===== config.mk =====
export PLATFORM = sky130hd
export DESIGN_NAME = sync_updown_counter_flat
export DESIGN_NICKNAME = d
export VERILOG_FILES = /design/src/rtl/sync_updown_counter_if.sv /design/src/rtl/sync_updown_counter.sv /design/src/flat_wrapper.sv
export SDC_FILE = /design/constraint.sdc
export NUM_CORES = 1
export LEC_CHECK = 0
export ABC_AREA = 1
export CAP_MARGIN = 10
export CORE_AREA = 4 4 41 43
export DETAILED_ROUTE_END_ITERATION = 7
export DIE_AREA = 0 0 45 47
export MAX_ROUTING_LAYER = met4
export SLEW_MARGIN = 15
export SYNTH_ARGS = -nofsm -noshare
export SYNTH_HDL_FRONTEND = slang
export SYNTH_SLANG_ARGS = --single-unit

===== constraint.sdc =====
create_clock -name clock -period 1.7 [get_ports clock]
set_input_delay 0.34 -clock clock [delete_from_list [all_inputs] [get_ports clock]]
set_output_delay 0.34 -clock clock [all_outputs]
set_load 0.03 [all_outputs]

===== src/rtl/sync_updown_counter_if.sv =====
// Control and status bundle for the modulo-N up/down counter.
// The master drives the controls; the slave (counter) returns count status.
interface sync_updown_counter_if #(
  parameter int WIDTH = 3
);
  logic             enable;
  logic             up_down;
  logic             load;
  logic [WIDTH-1:0] load_value;
  logic             saturate;
  logic [WIDTH-1:0] count;
  logic [WIDTH-1:0] gray;
  logic             wrap;
  logic             at_limit;

  modport master (
    output enable, up_down, load, load_value, saturate,
    input  count, gray, wrap, at_limit
  );

  modport slave (
    input  enable, up_down, load, load_value, saturate,
    output count, gray, wrap, at_limit
  );
endinterface


===== src/rtl/sync_updown_counter.sv =====
// Parametrised synchronous modulo-N up/down counter with load, wrap/saturate
// mode, Gray-coded copy of the count and a registered wrap pulse for cascading.
module sync_updown_counter #(
  parameter int WIDTH       = 3,
  parameter int MODULUS     = 8,
  parameter int RESET_VALUE = 0
) (
  input  logic                 clock,
  input  logic                 clear,
  sync_updown_counter_if.slave bus
);
  localparam logic [WIDTH-1:0] MAX_C  = WIDTH'(MODULUS - 1);
  localparam logic [WIDTH-1:0] RST_C  = WIDTH'(RESET_VALUE);
  localparam logic [WIDTH-1:0] ZERO_C = {WIDTH{1'b0}};

  function automatic logic [WIDTH-1:0] to_gray(input logic [WIDTH-1:0] v);
    return v ^ (v >> 1);
  endfunction

  logic [WIDTH-1:0] r_count;
  logic             r_wrap;
  logic [WIDTH-1:0] w_count_nxt;
  logic             w_wrap_nxt;
  logic [WIDTH-1:0] w_load_clamped;
  logic             w_at_max;
  logic             w_at_zero;

  // Out-of-range loads clamp to the top of the count range.
  assign w_load_clamped = (32'(bus.load_value) < MODULUS) ? bus.load_value : MAX_C;
  assign w_at_max       = (r_count == MAX_C);
  assign w_at_zero      = (r_count == ZERO_C);

  // Next-state selection: load beats enable; clear is applied in the register.
  always_comb begin
    w_count_nxt = r_count;
    w_wrap_nxt  = 1'b0;
    if (bus.load) begin
      w_count_nxt = w_load_clamped;
    end else if (bus.enable) begin
      if (bus.up_down) begin
        if (!w_at_max) begin
          w_count_nxt = r_count + WIDTH'(1);
        end else if (!bus.saturate) begin
          w_count_nxt = ZERO_C;
          w_wrap_nxt  = 1'b1;
        end else begin
          w_count_nxt = r_count;
        end
      end else begin
        if (!w_at_zero) begin
          w_count_nxt = r_count - WIDTH'(1);
        end else if (!bus.saturate) begin
          w_count_nxt = MAX_C;
          w_wrap_nxt  = 1'b1;
        end else begin
          w_count_nxt = r_count;
        end
      end
    end else begin
      w_count_nxt = r_count;
    end
  end

  // State register with synchronous clear.
  always_ff @(posedge clock) begin
    if (clear) begin
      r_count <= RST_C;
      r_wrap  <= 1'b0;
    end else begin
      r_count <= w_count_nxt;
      r_wrap  <= w_wrap_nxt;
    end
  end

  assign bus.count    = r_count;
  assign bus.wrap     = r_wrap;
  assign bus.gray     = to_gray(r_count);
  assign bus.at_limit = bus.up_down ? w_at_max : w_at_zero;
endmodule


===== src/flat_wrapper.sv =====
// flat-port wrapper written by rule: the top's interface ports become plain ports
module sync_updown_counter_flat 
#(
  parameter int WIDTH       = 3,
  parameter int MODULUS     = 8,
  parameter int RESET_VALUE = 0
)
  (clock, clear, bus_enable, bus_up_down, bus_load, bus_load_value, bus_saturate, bus_count, bus_gray, bus_wrap, bus_at_limit);
  sync_updown_counter_if #(.WIDTH(WIDTH)) bus_i ();
  input  logic clock;
  input  logic clear;
  input wire logic [$bits(bus_i.enable)-1:0] bus_enable;
  input wire logic [$bits(bus_i.up_down)-1:0] bus_up_down;
  input wire logic [$bits(bus_i.load)-1:0] bus_load;
  input wire logic [$bits(bus_i.load_value)-1:0] bus_load_value;
  input wire logic [$bits(bus_i.saturate)-1:0] bus_saturate;
  output wire logic [$bits(bus_i.count)-1:0] bus_count;
  output wire logic [$bits(bus_i.gray)-1:0] bus_gray;
  output wire logic [$bits(bus_i.wrap)-1:0] bus_wrap;
  output wire logic [$bits(bus_i.at_limit)-1:0] bus_at_limit;
  assign bus_i.enable = bus_enable;
  assign bus_i.up_down = bus_up_down;
  assign bus_i.load = bus_load;
  assign bus_i.load_value = bus_load_value;
  assign bus_i.saturate = bus_saturate;
  assign bus_count = bus_i.count;
  assign bus_gray = bus_i.gray;
  assign bus_wrap = bus_i.wrap;
  assign bus_at_limit = bus_i.at_limit;
  sync_updown_counter #(.WIDTH(WIDTH), .MODULUS(MODULUS), .RESET_VALUE(RESET_VALUE)) u_core (.clock(clock), .clear(clear), .bus(bus_i));
endmodule

==> results.md <==
- Simple logic cell fraction of the synthesized area: 39.6%
- Worst Setup Slack, final: 50.1 ps
- Slew margin rel.: 78.3%
- Req. time, crit path: 1360 ps
- Clock latency on the worst-skew pair: 240 ps
- CP bufs+invs: 1
- WP data arrival: 1310 ps
- # IOs: 17
- Critical path cell sequence: clkdlybuf4s50_1
- Dpl ws: 115 ps
- # rows: 13
- First-pass DRT Iterations: 4
- CTS Root Buffer Type: clkbuf_4
- Mean Syn Cell Area: 6.01 µm²
- Die ar.: 2120 µm²
- Largest net degree at the start of global routing: 7
- Reg2reg setup slack: 430 ps
- Setup-failing EPs final: 0
- Period utilization: 97.1%
- Initial antenna violation count: 0
- Post-synthesis sequential area ratio: 22.2%
- Largest family of logic cells by synthesized area: simple AND/OR/NAND/NOR gates
- Most common cell after layout, fill and taps aside: nand2_1
- Max-cap check violation count: 0
- Via count: 429
- CTS Buffer Depth: 2
- Min-delay worst type: reg -> reg
- CP top delay family: buffers and inverters
- Post-synthesis instance total: 60
- Leak Pwr: 0.288 nW
- # DRC: 0
- Top cell type by total area after synthesis: dfxtp_1
- Setup TNS: 0 ps
- Worst r2r src: u_core.bus.count[0]
- Crit-path max cell delay: 690 ps
- Yosys cell types: 15
- Ant diodes: 0
- Hold depth: 2
- #FFs+latches synth: 4
- Setup CP Type: reg -> out
- Area Growth Syn to Fin: 67.0%
- Dominant cells by area after synthesis: dfxtp_1, nand2_1, ha_1
- Synth Area in XOR/XNOR: 2.43%
- CTS Buf Count: 3
- PD cells: 712 nW/µm²
- First-pass GRT wire length: 1480 µm
- Fmax: 606 MHz
- Area of the multi-input gates: 259 µm²
- Worst Setup End Kind: primary output
- CTS Hold Buffers Added: 0
- I/O Buffers: 16
- Register area: 87.6 µm²
- Fill cells: 150
- Final GP Congestion: 0.840
- GRT Util Overall: 10.6%
- TritonCTS clock tree: built
- Synthesized area: 360 µm²
- Overflow left after global routing: 0
- Routed Antenna Nets: 0
- Fin nets: 96
- Final Routed Wirelength: 921 µm
- Crit path launch type: flip-flop
- Worst R2R End: u_core.bus.count[1]
- Slowest-stage cell, CP: clkdlybuf4s50_1
- Least-Margin Pin Slew: 325 ps
- Post-DP HPWL: 757 µm
- Die extent in x: 45 µm
- Drt wl/cell: 9.59 µm
- Multiplexer area fraction after synthesis: 0%
- Crit path time final: 1650 ps
- Worst hold endpoint: u_core.bus.count[0]
- Clk sink count: 4
- Die height: 47 µm
- Ys Warns: 0
- R2R depth: 9
- Fin. max-slew vios: 0
- CP max FO: 4
- Routed vias/inst: 4.47
- Clock skew: 9.58 ps
- Post-synthesis adder-cell area fraction: 13.9%
- Synth top area share: 22.2%
- Final hold vios: 0
- VDD IR max: 305 µV
- Core area: 1300 µm²
- Layout cells sized above 1: 24.7%
- Synth Area in Compound Gates: 10.4%
- Status: complete, no violations
- Number of global-route vias before repair: 379
- Initial core utilization: 27.7%
- Most frequent cells in the layout: nand2_1, clkdlybuf4s50_1, nor2_1, inv_1, nand3_1
- Worst-path clk slew: 50 ps
- H-tree levels: 1
- Initial DRC Count: 3
- Hold Startpoint: u_core.bus.count[0]
- Syn nets: 73
## cell families (layout without fill, tap and decap cells)
logic type / count (synthesis) / count (layout)
AO/OA/AOI/OAI: 7 / 7
XOR/XNOR: 1 / 1
AND/OR/NAND/NOR: 34 / 34
flip-flops: 4 / 4
adder cells (fa/ha/maj): 4 / 4
buffers and inverters: 10 / 31
## tightest hold or removal path: stages, from the launching register on
cell	delay, ps
dfxtp_4	350
nand2_1	70
a21oi_1	50
## sequential cells by signal, indices dropped and copies added (netlist names)
name              count
u_core.bus.count      3
u_core.bus.wrap       1
## per-stage QoR
step | total power [W] | area, µm² | hold slack, ps | util [%] | instances
floorplan | 0.000222 | 360 | 409 | - | 60
global placement | 0.000297 | 542 | 532 | 41.6 | 92
detailed placement | 0.000298 | 542 | 529 | 41.6 | 92
CTS | 0.000426 | 571 | 503 | 43.8 | 95
global route | 0.000461 | 602 | 544 | 46.3 | 96
finish | 0.000428 | 602 | 509 | 46.3 | 96
## Yosys cell counts
cell / instances
a21oi_1: 4
buf_4: 1
dfxtp_1: 4
ha_1: 4
inv_1: 8
inv_2: 1
nand2_1: 18
nand2_2: 2
nand3_1: 5
nor2_1: 7
nor2_2: 1
nor3_1: 1
o21ai_0: 2
o21bai_1: 1
xor2_1: 1
## repair_timing
action                                  CTS  global route
buffers inserted                          0             1
pin swaps                                 0             1
cloned                                    0             0
endpoints found under the setup margin    2             1
resized for setup                         5             8
endpoints found under the hold margin     0             0
## metal layers
metal  vias to the layer above  wire length, µm  GRT usage (%)
met5                         -                0              -
met4                         0               27           10.5
met3                         4               57           1.92
met2                        12              453           15.8
met1                       183              382           11.6
li1                        230                -              -
## power breakdown
part           switching [W]  internal (W)
Combinational       0.000108     0.0000854
Clock              0.0000448     0.0000794
Sequential        0.00000893      0.000102
Total               0.000162      0.000267
## worst max path at each step
stage                        startpoint      endpoint  slack (ps)  cells past startpoint
floorplan           u_core.bus.count[1]  bus_at_limit         100                      6
global placement            bus_up_down  bus_at_limit         130                      6
detailed placement          bus_up_down  bus_at_limit         110                      6
CTS                 u_core.bus.count[0]  bus_at_limit           6                      7
global route        u_core.bus.count[0]  bus_at_limit          -8                      7
finish              u_core.bus.count[2]  bus_count[2]          50                      1
## layout make-up
type,instances,area share [%]
multi-input cells,46,43.0
repair buffers,19,29.9
flip-flops and latches,4,14.6
inverters,9,5.61
clock buffers,3,3.74
well taps,15,3.12
Note: power is estimated with default switching activity, not from simulation.
